### src/rtl/inst_fetch_ctrl_if.sv
// Fetch-side bundle: instruction-memory port, decode handshake, redirect
// request from execute, and the halt status flag.
interface inst_fetch_ctrl_if;
    logic [31:0] addr;
    logic [31:0] inst;
    logic        if_valid;
    logic [31:0] if_pc;
    logic [31:0] if_inst;
    logic        id_ready;
    logic        redirect;
    logic [31:0] redirect_pc;
    logic        halted;

    modport master (
        output addr, if_valid, if_pc, if_inst, halted,
        input  inst, id_ready, redirect, redirect_pc
    );

    modport slave (
        input  addr, if_valid, if_pc, if_inst, halted,
        output inst, id_ready, redirect, redirect_pc
    );
endinterface

### src/rtl/inst_fetch_ctrl.sv
// Instruction-fetch sequencer: owns the PC, reads a zero-latency memory and
// buffers {pc, inst} pairs in a 2-entry queue feeding decode.
module inst_fetch_ctrl #(
    parameter logic [31:0] RESET_PC = 32'h0000_0000,
    parameter int          QDEPTH   = 2
) (
    input logic               clk,
    input logic               rst,
    inst_fetch_ctrl_if.master bus
);
    localparam logic [1:0] DEPTH = 2'(QDEPTH);

    typedef enum logic {
        FETCH = 1'b0,
        HALT  = 1'b1
    } state_t;

    state_t      state, state_nxt;
    logic [31:0] pc;
    logic [1:0]  count;
    logic        rd_ptr, wr_ptr;
    logic [31:0] q_pc   [2];
    logic [31:0] q_inst [2];
    logic        pop, push, eop;

    always_ff @(posedge clk or posedge rst) begin
        if (rst) state <= FETCH;
        else     state <= state_nxt;
    end

    always_comb begin
        state_nxt = state;
        push      = 1'b0;
        eop       = 1'b0;
        pop       = (count != 2'd0) & bus.id_ready;
        if (state == FETCH && !bus.redirect) begin
            if (bus.inst == 32'h0) eop  = 1'b1;
            else                   push = (count < DEPTH) | pop;
        end
        if (bus.redirect) state_nxt = FETCH;
        else if (eop)     state_nxt = HALT;
    end

    // Redirect flushes the queue, including any pop offered in the same cycle.
    always_ff @(posedge clk or posedge rst) begin
        if (rst) begin
            pc     <= RESET_PC;
            count  <= 2'd0;
            rd_ptr <= 1'b0;
            wr_ptr <= 1'b0;
            for (int i = 0; i < 2; i++) begin
                q_pc[i]   <= 32'h0;
                q_inst[i] <= 32'h0;
            end
        end else if (bus.redirect) begin
            pc     <= bus.redirect_pc & ~32'd3;
            count  <= 2'd0;
            rd_ptr <= 1'b0;
            wr_ptr <= 1'b0;
        end else begin
            if (push) begin
                q_pc[wr_ptr]   <= pc;
                q_inst[wr_ptr] <= bus.inst;
                wr_ptr         <= ~wr_ptr;
                pc             <= pc + 32'd4;
            end
            if (pop) rd_ptr <= ~rd_ptr;
            count <= count + {1'b0, push} - {1'b0, pop};
        end
    end

    assign bus.addr     = pc;
    assign bus.if_valid = (count != 2'd0);
    assign bus.if_pc    = q_pc[rd_ptr];
    assign bus.if_inst  = q_inst[rd_ptr];
    assign bus.halted   = (state == HALT);
endmodule
### src/flat_wrapper.sv
// flat-port wrapper written by rule: the top's interface ports become plain ports
module inst_fetch_ctrl_flat 
#(
    parameter logic [31:0] RESET_PC = 32'h0000_0000,
    parameter int          QDEPTH   = 2
)
  (clk, rst, bus_addr, bus_if_valid, bus_if_pc, bus_if_inst, bus_halted, bus_inst, bus_id_ready, bus_redirect, bus_redirect_pc);
  inst_fetch_ctrl_if bus_i ();
  input logic clk;
  input logic rst;
  output wire logic [$bits(bus_i.addr)-1:0] bus_addr;
  output wire logic [$bits(bus_i.if_valid)-1:0] bus_if_valid;
  output wire logic [$bits(bus_i.if_pc)-1:0] bus_if_pc;
  output wire logic [$bits(bus_i.if_inst)-1:0] bus_if_inst;
  output wire logic [$bits(bus_i.halted)-1:0] bus_halted;
  input wire logic [$bits(bus_i.inst)-1:0] bus_inst;
  input wire logic [$bits(bus_i.id_ready)-1:0] bus_id_ready;
  input wire logic [$bits(bus_i.redirect)-1:0] bus_redirect;
  input wire logic [$bits(bus_i.redirect_pc)-1:0] bus_redirect_pc;
  assign bus_addr = bus_i.addr;
  assign bus_if_valid = bus_i.if_valid;
  assign bus_if_pc = bus_i.if_pc;
  assign bus_if_inst = bus_i.if_inst;
  assign bus_halted = bus_i.halted;
  assign bus_i.inst = bus_inst;
  assign bus_i.id_ready = bus_id_ready;
  assign bus_i.redirect = bus_redirect;
  assign bus_i.redirect_pc = bus_redirect_pc;
  inst_fetch_ctrl #(.RESET_PC(RESET_PC), .QDEPTH(QDEPTH)) u_core (.clk(clk), .rst(rst), .bus(bus_i));
endmodule
### config.mk
export PLATFORM = sky130hd
export DESIGN_NAME = inst_fetch_ctrl_flat
export DESIGN_NICKNAME = d
export VERILOG_FILES = /design/src/rtl/inst_fetch_ctrl_if.sv /design/src/rtl/inst_fetch_ctrl.sv /design/src/flat_wrapper.sv
export SDC_FILE = /design/constraint.sdc
export NUM_CORES = 1
export LEC_CHECK = 0
export ABC_AREA = 1
export BUFFER_PORTS_ARGS = -buffer_cell sky130_fd_sc_hd__buf_2
export CORE_MARGIN = 2
export CORE_UTILIZATION = 45
export DETAILED_ROUTE_END_ITERATION = 7
export MAX_ROUTING_LAYER = met4
export PLACE_DENSITY_LB_ADDON = 0.05
export SYNTH_ARGS = -nofsm -noshare
export SYNTH_HDL_FRONTEND = slang
export SYNTH_SLANG_ARGS = --single-unit
### constraint.sdc
create_clock -name clk -period 13.6 [get_ports clk]
set_clock_uncertainty 0.2 [all_clocks]
set_input_delay 2.72 -clock clk [delete_from_list [all_inputs] [get_ports clk]]
set_output_delay 2.72 -clock clk [all_outputs]
set_load 0.01 [all_outputs]
[Yosys cells after proc, flatten, opt, wreduce, memory -nomap -nowiden]
Cells that the tools add are included.
Storage, ports and cells
  flip-flop bits (word level): 165
  logic and storage cells: 56
  input bits: 68
  output and inout port bits: 98
Cells by class
  mux-type cells: 23
  $add $sub $neg: 3
  bitwise operators: 8
  magnitude comparators: 4
  reductions and logical operators: 9
Operator list (number)
  two-way mux 32 bit: 9
  bitwise mux 64 bit: 2
  adder 32 x 3 -> 32 bit (second input constant): 1
  demux 32 bit (select 1 bit): 1
  logical NOT 32 bit: 1
  two-way mux 1 bit: 10
  nonzero test 2 bit: 4
  greater-or-equal comparator 2 bit (second input constant): 2
  inverter 1 bit: 4
  inverter 1 -> 2 bit: 2
  adder 2 x 1 -> 2 bit: 1
  logical AND 1 bit: 2
  < comparator 2 x 1 -> 1 bit (second input constant): 1
  < comparator 2 bit (second input constant): 1
  two-way mux 2 bit: 1
  AND reduction 2 bit: 1
  subtractor 2 x 1 -> 2 bit: 1
  AND 1 bit: 1
  logical NOT 1 bit: 1
  OR 1 bit: 1

[Longest topological paths before layout]
Gate-level depths: netlist (run 1).
  word-level depth: 8
  mapped depth: 12
  depth with buffers taken out: 11

[Least setup slack after synthesis (run 1)]
No wires, ideal clock.
  path kind: input to register
  from: input port bus_inst[8]
  to: register u_core.count[1]
  cell stages on the path: 12
  path slack: 9.267 ns
  setup time: 0.131 ns
  arrival time: 4.001 ns
  buffers on the path: 1
  required time: 13.269 ns
  path through: nor2_1 > nand2_1 > nor2_1 > inv_1 > nor2_1 > nand2_1 > nand3_2 > clkbuf_1 > inv_1 > ha_1 > xor2_1 > nor2_1
On the way
  word-level cells in the longest chain between the ends: 6
Ends and longest elaborated chain
  from (decl): RTL line flat_wrapper.sv:16  | input wire logic [$bits(bus_i.inst)-1:0] bus_inst;
  logical NOT 32 bit: RTL line inst_fetch_ctrl.sv:37  | if (bus.inst == 32'h0) eop = 1'b1;
  two-way mux 1 bit: RTL line inst_fetch_ctrl.sv:37
  two-way mux 1 bit: RTL line inst_fetch_ctrl.sv:36  | if (state == FETCH && !bus.redirect) begin
  adder 2 x 1 -> 2 bit: RTL line inst_fetch_ctrl.sv:68  | count <= count + {1'b0, push} - {1'b0, pop};
  subtractor 2 x 1 -> 2 bit: RTL line inst_fetch_ctrl.sv:68
  two-way mux 2 bit: RTL line inst_fetch_ctrl.sv:55  | end else if (bus.redirect) begin
  to (signal assigned): RTL line inst_fetch_ctrl.sv:68
  to (decl): RTL line inst_fetch_ctrl.sv:20  | logic [1:0] count;
No other way between the ends.
A chain may end at the register's enable or synchronous reset.

[Final worst setup path (run 1)]
  from: input port bus_redirect
  to: register u_core.pc[29], in the netlist u_core.bus.addr[29]
On the way
  word-level cells in the longest chain between the ends: 4
  elaborated cells on any way between the ends: 5
  classes of those cells: mux: 2; reduce/logical: 3
Ends and longest elaborated chain
  from (decl): RTL line flat_wrapper.sv:18  | input wire logic [$bits(bus_i.redirect)-1:0] bus_redirect;
  logical NOT 1 bit: RTL line inst_fetch_ctrl.sv:36
  logical AND 1 bit: RTL line inst_fetch_ctrl.sv:36
  two-way mux 1 bit: RTL line inst_fetch_ctrl.sv:36
  nonzero test 2 bit (no source line)
  to (signal assigned): RTL line inst_fetch_ctrl.sv:56  | pc <= bus.redirect_pc & ~32'd3;
  to (signal assigned): RTL line inst_fetch_ctrl.sv:65  | pc <= pc + 32'd4;
  to (decl): RTL line inst_fetch_ctrl.sv:19  | logic [31:0] pc;
Parallel ways exist; a longest one is shown, timed or not.

==> results.sh, run 1 <==
export IMPL_ys_warn_count=0
export IMPL_fin_nets=1398
export IMPL_layout_cells_non_filler=1574
export IMPL_cts_tree="yes"
export IMPL_drive_gt1_share_pct=16.0
export IMPL_drv_cap=0
export IMPL_via_per_inst=5.30
export IMPL_dr_pass1_iters=5
export IMPL_yosysSeqAreaShare_pct=46.5
export IMPL_antenna_left=0
export IMPL_powerDensity_nw_per_um2=209
export IMPL_h_tree_depth=4
export IMPL_crit_arrival_ns=5.43
export IMPL_worst_pin_slew_ns=1.18
export IMPL_numCtsBuffers=17
export IMPL_max_freq_mhz=190
export IMPL_finalHoldViolCount=0
export IMPL_maxSlewViolCount=0
export IMPL_cts_repair_resized=0
export IMPL_initial_utilization_pct=45.8
export IMPL_grt_pass1_wl_um=41500
export IMPL_initialDrtViolationCount=584
export IMPL_dieArea_um2=20100
export IMPL_cts_hold_buf=0
export IMPL_clkTransAtPathRegs_ns=0.06
export IMPL_path_class="in -> reg"
export IMPL_syn_inst=1223
export IMPL_place_hpwl_um=14800
export IMPL_wl_per_cell_um=16.0
export IMPL_grt_use_total_pct=26.6
export IMPL_final_area_um2=10000
export IMPL_power_leakage_nw=5.58
export IMPL_path_cells="buf_2 > buf_4 > a21oi_4 > nand3_2 > buf_4 > nand2_1 > nand2_1 > nand2_1"
export IMPL_routed_wl_um=25100
export IMPL_setup_tns_ns=0
export IMPL_post_cts_buffers=0
export IMPL_vias=8350
export IMPL_hold_path_class="reg -> reg"
export IMPL_period_share_pct=38.7
export IMPL_antenna_cells=0
export IMPL_cts_root_buf="clkbuf_16"
export IMPL_gp_congestion=0.816
export IMPL_grt_start_max_net_pins=95
export IMPL_cp_common_cell="nand2_1"
export IMPL_place_inst=1542
export IMPL_core_region_area_um2=18700
export IMPL_io_buffers=159
export IMPL_grt_pass1_vias=8005
export IMPL_clockBufferDepth=2
export IMPL_die_height_um=142
export IMPL_antenna_found_initial=0
export IMPL_insertion_delay_ns=0.42
export IMPL_crit_fanout=41
export IMPL_io_pins=166
export IMPL_die_w_um=142
export IMPL_place_area_um2=9400
export IMPL_cp_required_ns=13.76
export IMPL_rows=50
export IMPL_syn_area_per_cell_um2=7.00
export IMPL_vdd_ir_drop_max_v=0.000106
export IMPL_syn_area_um2=8560
export IMPL_grt_remaining_overflow=0
export IMPL_ys_types=26
export IMPL_critPathLaunchType="input port"
export IMPL_period_needed_ns=5.27
export IMPL_cts_sinks=159
export IMPL_outcome="finished, final reports clean"
export IMPL_critPathMaxStageDelay_ns=0.85
export IMPL_endpoint_kind="flop"
export IMPL_slowest_stage="nand2_1"
export IMPL_areaGrowthSynthToFinish_pct=17.0
export IMPL_rsz0062_at_grt="no"
export IMPL_ys_ff_latch=159
export IMPL_crit_start="bus_redirect"
export IMPL_maxSlewHeadroom_pct=21.0
export IMPL_fin_total_pwr_mw=2.09
export IMPL_reg2reg_from="u_core.count[1]"
export IMPL_drc=0
export IMPL_hp_start="u_core.q_pc[63]"
export IMPL_setup_viol=0
-- stage by stage --
step / hold slack, ns / worst slack, ns / util, %
final: 0.278 / 8.33 / 53.5
after global routing: 0.298 / 8.06 / 53.5
after CTS: 0.283 / 8.34 / 53.5
after detailed placement: 0.266 / 7.90 / 50.3
after global placement: 0.262 / 7.91 / 50.3
after floorplan: 0.249 / 6.39 / -
-- cells in the final DEF, fill, tap and decap left out, types with 2 or more instances in the layout --
cell,Yosys,layout
nand3_1,68,68
clkinv_2,0,6
and2_1,3,3
xor2_1,5,5
clkbuf_16,0,17
ha_1,3,3
o21ai_0,10,10
inv_2,2,2
dfrtp_1,159,157
conb_1,1,4
or2_2,5,5
bufinv_16,0,4
nand4_1,125,125
buf_4,4,10
a21oi_1,2,2
dfrtp_2,0,2
nor2_1,63,63
nand2_1,640,640
clkbuf_1,59,2
inv_1,38,37
buf_2,19,159
o21bai_1,4,4
nand4_4,0,2
-- metal layers --
| layer | share of wire [%] | vias to the layer above | global-route usage, % |
|---|---|---|---|
| met1 | 46 | 3939 | 36.4 |
| li1 | - | 4137 | - |
| met4 | 1.3 | 0 | 6.68 |
| met2 | 48 | 249 | 42.3 |
| met5 | 0 | - | - |
| met3 | 4.7 | 25 | 3.75 |
-- kinds of logic after synthesis --
group,synth area share [%]
DFF,46.5
other,0.0438
and+or+nand+nor,45.1
adders and majority gates,0.439
xor gates and xnor gates,0.614
buffers and inverters,6.02
AOI/OAI and AO/OA,1.33
-- area by class of cell --
type                       count  area (um^2)
clock buffer                  20          447
clock inverter                12          166
fill                        1899         8690
inverter                      40          155
multi-input combinational    940         4100
sequential                   159         3980
tap                          234          293
timing repair buffer         169          871
-- worst paths after layout --
path                                       end  slack [ns]  depth (start not counted)
setup / recovery           u_core.bus.addr[29]        8.33                          8
hold / removal                 u_core.q_pc[63]        0.28                          2
setup reg to reg           u_core.bus.addr[29]       10.33                          8
hold reg to reg                u_core.q_pc[63]        0.28                          2
max in group asynchronous        u_core.wr_ptr        9.42                          3
min in group asynchronous    u_core.q_inst[53]        2.26                          2
-- flip-flops by register name (all words and copies together) (netlist names) --
name	cells
u_core.q_inst	64
u_core.rd_ptr	1
u_core.count	2
u_core.q_pc	60
u_core.wr_ptr	1
u_core.bus.addr	30
u_core.bus.halted	1
-- where the power goes --
group          leakage (nW)  internal [mW]  switching [mW]
Sequential             2.00          0.668           0.150
Combinational          3.28          0.275           0.498
Clock                 0.303          0.310           0.193
-- critical path: cells and delay by family --
family / cells / cell delay, ns
AO/OA/AOI/OAI: 1 / 0.78
AND/OR/NAND/NOR: 4 / 1.22
buffers and inverters: 3 / 0.65
-- synthesized netlist by cell type --
cell type | n | area (um^2)
nand2_1 | 640 | 2400
a21o_1 | 1 | 7.51
nand4_2 | 2 | 25.0
dfrtp_1 | 159 | 3980
nor2_2 | 1 | 6.26
clkbuf_1 | 59 | 221
xnor2_1 | 1 | 8.76
nor2_1 | 63 | 236
buf_4 | 4 | 30.0
nand3_2 | 1 | 10.0
inv_2 | 2 | 7.51
nand2_2 | 1 | 6.26
conb_1 | 1 | 3.75
nand3_1 | 68 | 340
ha_1 | 3 | 37.5
o21bai_1 | 4 | 30.0
inv_1 | 38 | 143
a21oi_4 | 1 | 16.3
and2_1 | 3 | 18.8
or2_2 | 5 | 31.3
a21oi_1 | 2 | 10.0
buf_1 | 5 | 18.8
o21ai_0 | 10 | 50.1
buf_2 | 19 | 95.1
xor2_1 | 5 | 43.8
nand4_1 | 125 | 782
(Power assumes the default switching activity.)
==> run 2: changes to the inputs <==
- clock period: 13.6 -> 5.45 ns (I/O delays scaled with it)
==> results.sh, run 2 (synthesized netlist as in run 1, its figures left out) <==
export IMPL_outcome="finished, final reports clean"
export IMPL_grt_pass1_wl_um=40500
export IMPL_layout_cells_non_filler=1577
export IMPL_cp_required_ns=4.16
export IMPL_grt_pass1_vias=7802
export IMPL_insertion_delay_ns=0.42
export IMPL_fin_total_pwr_mw=5.13
export IMPL_post_route_util_pct=53.5
export IMPL_wl_per_cell_um=15.8
export IMPL_worst_pin_slew_ns=1.15
export IMPL_cts_tree="yes"
export IMPL_drc=0
export IMPL_worst_slack_ns=2.02
export IMPL_period_needed_ns=3.43
export IMPL_path_class="reg -> out"
export IMPL_place_inst=1545
export IMPL_cts_root_buf="clkbuf_16"
export IMPL_rsz0062_at_grt="no"
export IMPL_final_cell_mix="nand2_1 (640), buf_2 (159), dfrtp_1 (157)"
export IMPL_initialDrtViolationCount=583
export IMPL_layout_commonest_cell="nand2_1"
export IMPL_clockBufferDepth=2
export IMPL_vias=8302
export IMPL_cts_sinks=159
export IMPL_dieArea_um2=20100
export IMPL_io_pins=166
export IMPL_grt_remaining_overflow=0
export IMPL_numCtsBuffers=17
export IMPL_die_height_um=142
export IMPL_cts_hold_buf=0
export IMPL_dr_pass1_iters=5
export IMPL_rows=50
export IMPL_top_register="u_core.q_inst"
export IMPL_hold_path_class="reg -> reg"
export IMPL_grt_use_total_pct=26.0
export IMPL_cts_repair_resized=0
export IMPL_post_cts_buffers=0
export IMPL_multiInputGateArea_um2=4100
export IMPL_endpoint_kind="output pin"
export IMPL_max_freq_mhz=291
export IMPL_dp_slack_ns=1.73
export IMPL_fillers=1937
export IMPL_period_share_pct=63.0
export IMPL_maxSlewViolCount=0
export IMPL_maxSlewHeadroom_pct=23.3
export IMPL_vdd_ir_drop_max_v=0.000291
export IMPL_power_leakage_nw=5.57
export IMPL_largest_reg_flops=64
export IMPL_grt_start_max_net_pins=98
export IMPL_routed_wl_um=24900
export IMPL_setup_tns_ns=0
export IMPL_h_tree_depth=4
export IMPL_finalHoldViolCount=0
export IMPL_antenna_found_initial=0
export IMPL_via_per_inst=5.26
export IMPL_drive_gt1_share_pct=16.1
export IMPL_gp_congestion=0.838
export IMPL_die_w_um=142
export IMPL_initial_utilization_pct=45.8
export IMPL_fin_nets=1401
export IMPL_critPathLaunchType="flop"
export IMPL_io_buffers=159
export IMPL_drv_cap=0
export IMPL_crit_arrival_ns=2.14
export IMPL_regArea_um2=3980
export IMPL_antenna_left=0
export IMPL_setup_viol=0
export IMPL_powerDensity_nw_per_um2=512
export IMPL_clkTransAtPathRegs_ns=0.06
export IMPL_crit_fanout=36
export IMPL_place_hpwl_um=14900
export IMPL_core_region_area_um2=18700
export IMPL_areaGrowthSynthToFinish_pct=16.9
-- run 2: changes by cell type in the layout (fill, tap and decap cells not counted) --
cell	change
inv_6	-1
buf_4	+2
clkinv_4	-1
buf_12	+1
clkinvlp_4	+1
clkbuf_8	+5
clkbuf_1	+1
clkinv_2	-3
bufinv_16	-3
diode_2	+1
-- run 2: power by group --
part | total (mW) | internal (mW) | switching, mW
clock | 1.16 | 0.698 | 0.465
combinational | 1.91 | 0.691 | 1.22
sequential | 2.06 | 1.67 | 0.389
total | 5.13 | 3.06 | 2.07
-- run 2: cell type report --
type / instances / area share, %
tap: 234 / 2.93
sequential: 159 / 39.8
multi-input combinational: 940 / 41.0
antenna: 1 / 0.0250
timing repair buffer: 172 / 9.05
inverter: 40 / 1.54
clock buffer: 26 / 5.19
clock inverter: 5 / 0.525
-- run 2: metal layers --
layer | vias to the layer above | global-route usage, % | wire (um)
met5 | - | - | 0
met3 | 23 | 3.14 | 1120
met1 | 3910 | 35.3 | 11600
met2 | 235 | 41.6 | 11900
met4 | 0 | 6.79 | 374
li1 | 4134 | - | -
-- run 2: per-stage QoR --
step / area (um^2) / hold slack [ns]
after floorplan: 8580 / 0.249
after global routing: 10000 / 0.292
after detailed placement: 9430 / 0.266
after global placement: 9430 / 0.262
final: 10000 / 0.276
after CTS: 10000 / 0.282
-- run 2: path summary, 6_finish.rpt --
check,startpoint,endpoint,slack [ns],depth (start not counted)
setup / recovery,u_core.rd_ptr,bus_if_pc[17],2.02,5
hold / removal,u_core.q_pc[14],u_core.q_pc[14],0.28,2
setup reg to reg,u_core.count[1],u_core.q_pc[6],2.63,8
hold reg to reg,u_core.q_pc[14],u_core.q_pc[14],0.28,2
max in group asynchronous,rst,u_core.rd_ptr,3.37,3
min in group asynchronous,rst,u_core.q_inst[53],0.67,2
-- run 2: critical path: stages (launching register included) --
cell	delay (ns)
dfrtp_2	0.40
inv_2	0.40
buf_4	0.51
nand2_1	0.11
nand2_1	0.14
buf_2	0.15
==> run 3: changes to the inputs <==
- clock period: 5.45 -> 3 ns (I/O delays scaled with it)
==> results.sh, run 3 (synthesized netlist as in run 1, its figures left out) <==
export IMPL_power_leakage_nw=5.64
export IMPL_critical_path_buf_inv_count=3
export IMPL_regArea_um2=3980
export IMPL_cts_hold_buf=0
export IMPL_worst_pin_slew_ns=0.789
export IMPL_largest_reg_flops=64
export IMPL_setup_viol=0
export IMPL_cts_root_buf="clkbuf_16"
export IMPL_cts_repair_resized=0
export IMPL_io_pins=166
export IMPL_multiInputGateArea_um2=4100
export IMPL_fin_nets=1409
export IMPL_initial_utilization_pct=45.8
export IMPL_period_needed_ns=2.67
export IMPL_layout_commonest_cell="nand2_1"
export IMPL_drv_cap=0
export IMPL_endpoint_kind="output pin"
export IMPL_antenna_found_initial=0
export IMPL_drive_gt1_share_pct=16.8
export IMPL_maxSlewHeadroom_pct=47.4
export IMPL_final_cell_mix="nand2_1 (640), buf_2 (159), dfrtp_1 (157)"
export IMPL_via_per_inst=5.19
export IMPL_finalHoldViolCount=0
export IMPL_cp_required_ns=2.20
export IMPL_crit_start="u_core.rd_ptr"
export IMPL_grt_pass1_wl_um=40500
export IMPL_cts_sinks=159
export IMPL_dieArea_um2=20100
export IMPL_core_region_area_um2=18700
export IMPL_place_hpwl_um=15400
export IMPL_final_area_um2=10100
export IMPL_timing_hold_ws_ns=0.113
export IMPL_critPathLaunchType="flop"
export IMPL_period_share_pct=89.1
export IMPL_slowest_stage="dfrtp_2"
export IMPL_numCtsBuffers=17
export IMPL_routed_wl_um=24700
export IMPL_path_class="reg -> out"
export IMPL_initialDrtViolationCount=609
export IMPL_die_height_um=142
export IMPL_cp_common_cell="nand2_1"
export IMPL_setup_tns_ns=0
export IMPL_fillers=1916
export IMPL_crit_arrival_ns=1.87
export IMPL_layout_cells_non_filler=1584
export IMPL_vdd_ir_drop_max_v=0.000528
export IMPL_drc=0
export IMPL_insertion_delay_ns=0.43
export IMPL_crit_fanout=35
export IMPL_top_register="u_core.q_inst"
export IMPL_fin_total_pwr_mw=9.45
export IMPL_areaGrowthSynthToFinish_pct=18.5
export IMPL_hold_path_class="in -> async"
export IMPL_worst_slack_ns=0.326
export IMPL_antenna_cells=0
export IMPL_cpLargestDelayFamily="buffers and inverters"
export IMPL_clockBufferDepth=2
export IMPL_rsz0062_at_grt="no"
export IMPL_dp_slack_ns=0.381
export IMPL_h_tree_depth=4
export IMPL_powerDensity_nw_per_um2=931
export IMPL_critPathMaxStageDelay_ns=0.58
export IMPL_reg2reg_from="u_core.count[1]"
export IMPL_io_buffers=159
export IMPL_gp_congestion=0.820
export IMPL_vias=8219
export IMPL_dr_pass1_iters=5
export IMPL_grt_remaining_overflow=0
export IMPL_die_w_um=142
export IMPL_wl_per_cell_um=15.6
export IMPL_clkTransAtPathRegs_ns=0.06
export IMPL_max_freq_mhz=374
export IMPL_outcome="finished, final reports clean"
export IMPL_maxSlewViolCount=0
export IMPL_antenna_left=0
export IMPL_place_inst=1553
export IMPL_grt_start_max_net_pins=105
export IMPL_place_area_um2=9560
export IMPL_post_cts_buffers=0
export IMPL_rows=50
export IMPL_path_cells="inv_2 > buf_4 > nand2_1 > nand2_1 > buf_2"
export IMPL_cts_tree="yes"
export IMPL_post_route_util_pct=54.3
export IMPL_grt_pass1_vias=7843
export IMPL_grt_use_total_pct=26.0
[run 3: final timing paths]
| kind | depth (start not counted) | end | slack [ns] |
|---|---|---|---|
| worst max-delay path | 5 | bus_if_pc[12] | 0.33 |
| worst min-delay path | 3 | u_core.q_inst[25] | 0.11 |
| worst max register to register | 7 | u_core.q_pc[27] | 0.78 |
| worst min register to register | 2 | u_core.q_inst[53] | 0.28 |
| max in group asynchronous | 3 | u_core.q_pc[59] | 1.88 |
| min in group clk | 3 | u_core.q_inst[38] | 0.24 |
[run 3: worst reg2reg max path, stage by stage (launching register included)]
cell	delay, ns
dfrtp_1	0.42
or2_2	0.16
nand2_2	0.08
a21oi_4	0.30
nand4_4	0.45
buf_4	0.37
nand2_1	0.09
nand2_1	0.05
[run 3: per-layer routing]
| layer | up-vias | global-route usage [%] | wire length, um |
|---|---|---|---|
| li1 | 4147 | - | - |
| met4 | 0 | 5.32 | 195 |
| met1 | 3855 | 34.3 | 11400 |
| met3 | 15 | 3.61 | 1110 |
| met5 | - | - | 0 |
| met2 | 202 | 43.3 | 12000 |
[run 3: cell type report]
cell class              instances  share of cell area [%]
inverters                      40                    1.52
well taps                     234                    2.88
clock inverters                10                    1.10
multi-input cells             940                    40.4
flip-flops and latches        159                    39.2
clock buffers                  21                    4.73
repair buffers                180                    10.1
[run 3: power breakdown]
group	internal [mW]	leakage (nW)	total, mW	switching (mW)
sequential	3.03	2.00	3.70	0.674
clock	1.30	0.287	2.18	0.878
combinational	1.31	3.36	3.57	2.26
total	5.64	5.64	9.45	3.81
